===== src/rtl/seg_sched.sv =====
// Display scheduler for an 8-digit seven-segment board driven through a
// 74HC595 chain. It picks one of NCLI clients by key press or timed
// auto-rotation, captures that client's 32-bit value at frame boundaries,
// and serializes it digit by digit as {select, segment} words.
module seg_sched #(
  parameter int NCLI = 4,
  parameter int DIV  = 4,
  parameter int HOLD = 1000000,
  localparam int SW  = $clog2(NCLI)
) (
  input  logic               clk,
  input  logic               rst_n,
  input  logic [NCLI-1:0]    req_i,
  input  logic [NCLI*32-1:0] data_i,
  output logic [NCLI-1:0]    ack_o,
  input  logic               key_next_i,
  input  logic               auto_en_i,
  output logic [SW-1:0]      sel_o,
  output logic               busy_o,
  output logic               ds_o,
  output logic               shclk_o,
  output logic               stclk_o
);

  localparam int CW = (DIV > 1) ? $clog2(DIV) : 1;
  localparam int HW = (HOLD > 1) ? $clog2(HOLD) : 1;

  typedef enum logic [1:0] {IDLE, LOAD, SHIFT, LATCH} state_e;

  state_e            state_q, state_d;
  logic [1:0]        key_sync_q;
  logic              key_prev_q;
  logic [SW-1:0]     sel_q, sel_d;
  logic [HW-1:0]     dwell_q, dwell_d;
  logic [31:0]       fb_q, fb_d;
  logic [NCLI-1:0]   ack_q, ack_d;
  logic [2:0]        idx_q, idx_d;
  logic [15:0]       word_q, word_d;
  logic [3:0]        bit_q, bit_d;
  logic [CW-1:0]     cnt_q, cnt_d;
  logic              ds_q, ds_d;
  logic              shclk_q, shclk_d;
  logic              stclk_q, stclk_d;

  logic              key_edge, dwell_done, step, cnt_last;

  // Active-low segment pattern for one hex nibble.
  function automatic logic [7:0] seg_lut(input logic [3:0] n);
    case (n)
      4'h0: seg_lut = 8'h03;  4'h1: seg_lut = 8'h9f;
      4'h2: seg_lut = 8'h25;  4'h3: seg_lut = 8'h0d;
      4'h4: seg_lut = 8'h99;  4'h5: seg_lut = 8'h49;
      4'h6: seg_lut = 8'h41;  4'h7: seg_lut = 8'h1f;
      4'h8: seg_lut = 8'h01;  4'h9: seg_lut = 8'h09;
      4'ha: seg_lut = 8'h11;  4'hb: seg_lut = 8'hc1;
      4'hc: seg_lut = 8'h63;  4'hd: seg_lut = 8'h85;
      4'he: seg_lut = 8'h61;  default: seg_lut = 8'h71;
    endcase
  endfunction

  assign key_edge   = key_sync_q[1] & ~key_prev_q;
  assign dwell_done = auto_en_i && (dwell_q == HW'(HOLD - 1));
  // A key edge and a dwell expiry in the same cycle collapse into one step.
  assign step       = key_edge | dwell_done;
  assign cnt_last   = (cnt_q == CW'(DIV - 1));

  // State register.
  // NOTE: clocked state uses non-blocking (<=) so every flop samples pre-edge values.
  always_ff @(posedge clk or negedge rst_n) begin
    if (!rst_n) state_q <= IDLE;
    else        state_q <= state_d;
  end

  // Next-state logic: one IDLE and one LOAD cycle per digit, then shift and latch.
  always_comb begin
    // NOTE: default assignment first so no path leaves state_d unassigned (no latch).
    state_d = state_q;
    case (state_q)
      IDLE:    state_d = LOAD;
      LOAD:    state_d = SHIFT;
      SHIFT:   if (cnt_last && shclk_q && (bit_q == 4'd0)) state_d = LATCH;
      LATCH:   if (cnt_last && !stclk_q) state_d = IDLE;
      default: state_d = IDLE;
    endcase
  end

  // Output/datapath next values: selection, capture, word build and serial timing.
  always_comb begin
    sel_d   = sel_q;
    dwell_d = dwell_q;
    fb_d    = fb_q;
    ack_d   = '0;
    idx_d   = idx_q;
    word_d  = word_q;
    bit_d   = bit_q;
    cnt_d   = cnt_q;
    ds_d    = ds_q;
    shclk_d = shclk_q;
    stclk_d = stclk_q;

    if (step) begin
      sel_d   = (sel_q == SW'(NCLI - 1)) ? '0 : sel_q + 1'b1;
      dwell_d = '0;
    end else if (auto_en_i) begin
      dwell_d = dwell_q + 1'b1;
    end else begin
      dwell_d = '0;
    end

    case (state_q)
      IDLE: begin
        // Capture uses the current (pre-step) selection.
        if ((idx_q == 3'd0) && req_i[sel_q]) begin
          fb_d         = data_i[{sel_q, 5'd0} +: 32];
          ack_d[sel_q] = 1'b1;
        end
      end
      LOAD: begin
        word_d  = {8'h80 >> idx_q, seg_lut(fb_q[{idx_q, 2'b00} +: 4])};
        ds_d    = word_d[15];
        bit_d   = 4'd15;
        cnt_d   = '0;
        shclk_d = 1'b0;
      end
      SHIFT: begin
        cnt_d = cnt_q + 1'b1;
        if (cnt_last) begin
          cnt_d = '0;
          if (!shclk_q) begin
            shclk_d = 1'b1;
          end else begin
            shclk_d = 1'b0;
            if (bit_q == 4'd0) begin
              stclk_d = 1'b1;
            end else begin
              // New data bit only appears as the low phase begins.
              bit_d = bit_q - 4'd1;
              ds_d  = word_q[bit_q - 4'd1];
            end
          end
        end
      end
      LATCH: begin
        cnt_d = cnt_q + 1'b1;
        if (cnt_last) begin
          cnt_d = '0;
          if (stclk_q) stclk_d = 1'b0;
          else         idx_d   = idx_q + 3'd1;
        end
      end
      default: ;
    endcase
  end

  // Datapath registers, all cleared asynchronously so a reset never latches a partial word.
  always_ff @(posedge clk or negedge rst_n) begin
    if (!rst_n) begin
      key_sync_q <= '0;
      key_prev_q <= 1'b0;
      sel_q      <= '0;
      dwell_q    <= '0;
      fb_q       <= '0;
      ack_q      <= '0;
      idx_q      <= '0;
      word_q     <= '0;
      bit_q      <= '0;
      cnt_q      <= '0;
      ds_q       <= 1'b0;
      shclk_q    <= 1'b0;
      stclk_q    <= 1'b0;
    end else begin
      key_sync_q <= {key_sync_q[0], key_next_i};
      key_prev_q <= key_sync_q[1];
      sel_q      <= sel_d;
      dwell_q    <= dwell_d;
      fb_q       <= fb_d;
      ack_q      <= ack_d;
      idx_q      <= idx_d;
      word_q     <= word_d;
      bit_q      <= bit_d;
      cnt_q      <= cnt_d;
      ds_q       <= ds_d;
      shclk_q    <= shclk_d;
      stclk_q    <= stclk_d;
    end
  end

  assign sel_o   = sel_q;
  assign ack_o   = ack_q;
  assign busy_o  = (state_q != IDLE);
  assign ds_o    = ds_q;
  assign shclk_o = shclk_q;
  assign stclk_o = stclk_q;

endmodule


===== config.mk =====
export PLATFORM = sky130hd
export DESIGN_NAME = seg_sched
export DESIGN_NICKNAME = d
export VERILOG_FILES = /design/src/rtl/seg_sched.sv
export SDC_FILE = /design/constraint.sdc
export NUM_CORES = 1
export LEC_CHECK = 0
export BUFFER_PORTS_ARGS = -buffer_cell sky130_fd_sc_hd__clkbuf_2
export CORE_MARGIN = 2
export CORE_UTILIZATION = 40
export DETAILED_ROUTE_END_ITERATION = 8
export PLACE_DENSITY = 0.74
export SLEW_MARGIN = 20
export SYNTH_ARGS = -nofsm -noshare
export SYNTH_HDL_FRONTEND = slang
export SYNTH_SLANG_ARGS = --single-unit
export TNS_END_PERCENT = 10

===== constraint.sdc =====
create_clock -name clk -period 2.5 [get_ports clk]
set_clock_uncertainty 0.2 [all_clocks]
set_input_delay 0.125 -clock clk [delete_from_list [all_inputs] [get_ports clk]]
set_output_delay 0.125 -clock clk [all_outputs]
set_load 0.02 [all_outputs]

After elaboration in Yosys (flattened, before gate mapping)
Memory sizes are Yosys's and may differ from the RTL's. A register that Yosys moved wholly into a read port is not among the register bits.
Index checks and enable logic that the tools add are counted.
- register bits after elaboration: 91
- latch bits: 0
- bits in writable memories: 0
- bits in read-only memories: 112
- input bits: 136
- output and inout port bits: 10
- word-level logic and storage cells: 97
- memories: 1
- add/subtract/negate cells: 5
- multiply operators: 0
- div/mod/pow operators: 0
- order comparisons: 3
- eq/ne operators: 13
- shifts and indexed selects: 3
- mux-type cells: 32
- bitwise operators: 4
- reductions and logical operators: 22
- memory list (memory ; words ; width ; rd ports ; clocked after Yosys merged registers in ; write ports ; RTL line ; RTL):
    (no name shown) ; 16 ; 7 ; 1 ; 1 ; 0 ; 49 ; case (n)
- operator list (operator ; number):
    indexed part select 128 x 8 -> 32 bit ; 1
    2-to-1 mux 20 bit ; 2
    indexed part select 32 x 6 -> 4 bit ; 1
    adder 20 x 1 -> 20 bit, second input constant ; 1
    == test 20 bit, second input constant ; 1
    2-to-1 mux 4 bit ; 5
    != test 2 bit, second input constant ; 7
    2-to-1 mux 1 bit ; 12
    == test 2 bit, second input constant ; 4
    2-to-1 mux 2 bit ; 4
    case mux 2 bit (4 select lines) ; 1
    case mux 4 bit (2 select lines) ; 1
    nonzero test 2 bit ; 4
    >> shifter 8 x 3 -> 8 bit, first input constant ; 1
    logical AND 1 bit ; 6
    case mux 1 bit (2 select lines) ; 3
    AND reduction 2 bit ; 3
    less-than comparator 4 x 5 -> 1 bit, second input constant ; 1
    AND reduction 5 bit ; 1
    adder 2 x 1 -> 2 bit, second input constant ; 2
    binary-select mux 1 bit (select 4 bit) ; 1
    logical NOT 4 bit ; 1
    case mux 2 bit (2 select lines) ; 1
    AND reduction 4 bit ; 1
    15 further kinds ; 17

Depth between registers and ports, before layout
- depth in word-level cells: 7
- mapped depth: 9
- depth with buffers taken out: 8

Worst setup path before layout
No wires, ideal clock.
- path type: register to register
- start: register idx_q[0]
- end: register word_q[2]
- arrival time: 2.103 ns
- data required time: 2.173 ns
- slack: 0.070 ns
- stages on the path, launching flop included: 10
- buffers on the path: 1
- path through: dfrtp_1 buf_6 mux4_2 mux2i_1 inv_1 ha_1 inv_1 mux2i_1 a221oi_1 nor2_1
- cells in the longest elaborated chain, start to end: 1
- ends and longest elaborated chain (what ; RTL line ; RTL):
    start: declaration ; 37 ; logic [2:0] idx_q, idx_d;
    start signal: assignment ; 178 ; idx_q <= idx_d;
    indexed part select 32 x 6 -> 4 bit ; 119 ; word_d = {8'h80 >> idx_q, seg_lut(fb_q[{idx_q, 2'b00} +: 4])};
    end: declaration ; 38 ; logic [15:0] word_q, word_d;
Every way passes these cells.
A chain may end at the register's enable or synchronous reset.

Worst setup path after layout
- start: register idx_q[0]
- end: register word_q[6]
The elaborated chain is that of the path after synthesis.

==> impl_metrics.yaml <==
yosys:
  syn-num-nets: 581
  synth_top_cell_area_share: 0.4282
  ys_seq_elements: 91
  ys_warn_count: 0
  synth-async-reset-ratio: 1.000
  syn_area_um2: 5318
  synthTopCellsByArea: "dfrtp_1 43%, mux4_2 19%, mux2_1 6.6%, ha_1 5.6%, nor2_1 3.0%"
  yosysSeqAreaShare: 0.4282
  synth_top_area_cell: "dfrtp_1"
  syn_inst: 421
  avgSynthCellArea_um2: 12.63
  synthFlopType: "dfrtp_1"
  synth_edf_count: 0
  synth_cell_type_count: 46
  synth.most_common_cell: "dfrtp_1"
  ys_top_cells_by_count: "91 x dfrtp_1, 46 x mux4_2, 42 x nor2_1"
worst_setup_path:
  cp_top_family: "multiplexers"
  cp.depth: 7
  r2r-start: "idx_q[0]"
  cp_slowest_cell: "mux4_2"
  worst-path-max-fanout: 8
  startpoint_type: "flip-flop"
  cp_cell_sequence: "buf_4, mux4_2, mux2i_4, buf_4, nand2_1, a32oi_1, a21oi_1"
  crit_end: "word_q[6]"
  critPathKind: "reg2reg"
  crit_buf_inv: 2
  cp.required_ns: 2.52
  ff2ff_path_depth: 7
  crit_arrival_ns: 2.38
  crit_start: "idx_q[0]"
  critPathMaxStageDelay_ns: 0.53
  endpoint_kind: "flip-flop"
  reg2reg_to: "word_q[6]"
  r2r_setup_slack_ns: 0.14
  crit_top_cell: "buf_4"
floorplanning:
  core_area_um2: 13140
  die_h_um: 119.3
  boundaryPins: 146
  die_w_um: 119.3
  rows: 42
  initial_core_util: 0.4048
  die_area_um2: 14230
detailed_routing:
  dr.first_iter.drc_count: 240
  drtAntennaViolNets: 0
  drt-vias-per-instance: 5.193
  first_pass_iters: 4
  wl_per_cell_um: 15.60
  vias: 3947
  routed_wl_mm: 11.85
  drcViolationCount: 0
timing:
  slew_headroom: 0.5565
  fin_crit_sh: 0.9451
  setup_viol: 0
  clock.fmax_mhz: 423.2
  setup_ws_ns: 0.1373
  fin_crit_ns: 2.363
  fin_setup_tns_ns: 0
  hold_violations: 0
  maxSlewViolCount: 0
  tightest_slew_ns: 0.6653
layout:
  finalNetCount: 739
  drive_gt1_frac: 0.4247
  n_antenna_cell: 0
  design_area_um2: 6695
  syn2layout_area_growth_pct: 25.91
power_and_ir_drop:
  p_comb_frac: 0.287
  switching_share: 0.2596
  leakagePower_nw: 3.139
  vdd_drop_max_mv: 0.4588
  powerDensity_nw_per_um2: 638.2
  p_int_mw: 3.163
  switchingPower_mw: 1.109
  seq_power_share: 0.369
  pwr-share-clk: 0.344
  finalPower_mw: 4.273
clocking:
  cts_max_level: 3
  clockRootBuffer: "clkbuf_16"
  tritoncts: "done"
  clock_latency_ns: 0.34
  clkTransAtPathRegs_ns: 0.06
  cts_sinks: 91
  cts_buffers: 9
  ctsLongestPathBuffers: 2
placement:
  io_buffer_count: 145
  dp_hpwl_mm: 9.204
  gp_congestion: 0.8976
  dp_slack_ns: -0.04550
  placed_area_um2: 6302
job:
  maxCapViolations: 0
grt:
  antenna_found_initial: 0
  globalRouteOverflowTotal: 0
  grt_pass1_wl_mm: 20.03
  grtUsageTotal: 0.1774
  grt_pass1_vias: 4195
  grt_max_degree: 52
outcome:
  status: "completed"
worst_hold_path:
  hp-class: "in2reg"
## metal layers
layer  routed length, µm  track usage  vias to the layer above
met2                6192       0.3204                      132
met1                4819       0.2094                     1948
li1                    -            -                     1852
met3                 626      0.04119                       15
met5                   0            0                        -
met4                 214      0.05515                        0
## cell families after synthesis
group / count (synthesis) / share of synthesized area
muxes: 91 / 0.2967
DFF: 91 / 0.4282
buffers and inverters: 46 / 0.03765
adders and majority gates: 24 / 0.05647
xor gates and xnor gates: 23 / 0.03788
and+or+nand+nor: 104 / 0.09200
AOI/OAI and AO/OA: 42 / 0.05106
## how the worst min path moves through the flow
stage	from	endpoint	slack, ns	cells past startpoint
6_report	data_i[73]	fb_q[9]	0.008	3
5_1_grt	data_i[120]	fb_q[24]	0.006	3
4_1_cts	data_i[73]	fb_q[9]	0.0008	3
3_5_place_dp	rst_n	dwell_q[14]	-0.0007	1
3_3_place_gp	rst_n	dwell_q[14]	-0.007	1
2_1_floorplan	rst_n	ack_o[0]	-0.37	0
## cell usage in the layout (no fill, tap or decap), drive strengths merged, types with 2 or more instances in the layout
cell type,n
xnor2,17
mux2,40
inv,25
buf,20
nand3,9
dfrtp,91
a31oi,3
nor3,9
a211oi,4
and3,9
mux4,46
clkinv,2
clkbuf,156
bufinv,2
xor2,6
nor2,42
a31o,2
nand2,19
a21oi,9
a221oi,3
nor2b,5
nand4,4
nand2b,2
mux2i,5
dlygate4sd3,3
o21ai,14
ha,24
## registers in the layout (all words and copies together) (netlist names)
signal      cells
shclk_o         1
ds_o            1
word_q         16
state_q         2
key_sync_q      2
dwell_q        20
fb_q           32
ack_o           4
key_prev_q      1
idx_q           3
bit_q           4
cnt_q           2
stclk_o         1
sel_o           2
## stage by stage
stage	instances	utilization	hold slack [ns]
6_report	760	0.5096	0.007528
5_1_grt	760	0.5096	0.005913
4_1_cts	756	0.5071	0.0007940
3_5_place_dp	737	0.4797	-0.0007177
3_3_place_gp	737	0.4797	-0.006534
2_1_floorplan	421	-	-0.3706
## tightest hold or removal path, stage by stage
cell	delay, ns
clkbuf_2	0.07
mux4_2	0.21
mux2_1	0.11
## what timing repair did
item | in CTS | in global routing
endpoints found under the hold margin | 52 | 0
hold buffers | 3 | 0
setup buffers | 0 | 4
setup endpoints to repair | 4 | 4
resized for setup | 1 | 1
## cell type report
cell class / instances / area, µm²
Multi-Input combinational cell: 284 / 2843
Clock buffer: 12 / 256.5
Tap cell: 176 / 220.2
Fill cell: 1170 / 6442
Clock inverter: 4 / 72.57
Inverter: 26 / 97.59
Timing Repair Buffer: 167 / 925.9
Sequential cell: 91 / 2280
## power groups by stage
stage	Sequential, mW	Clock, mW	Combinational (mW)
floorplan	1.61	0	0.898
global placement	1.60	0	1.20
detailed placement	1.60	0	1.23
CTS	1.58	1.50	1.24
global route	1.58	1.56	1.36
finish	1.58	1.47	1.23
No activity file was read; power rests on OpenSTA's default activity.
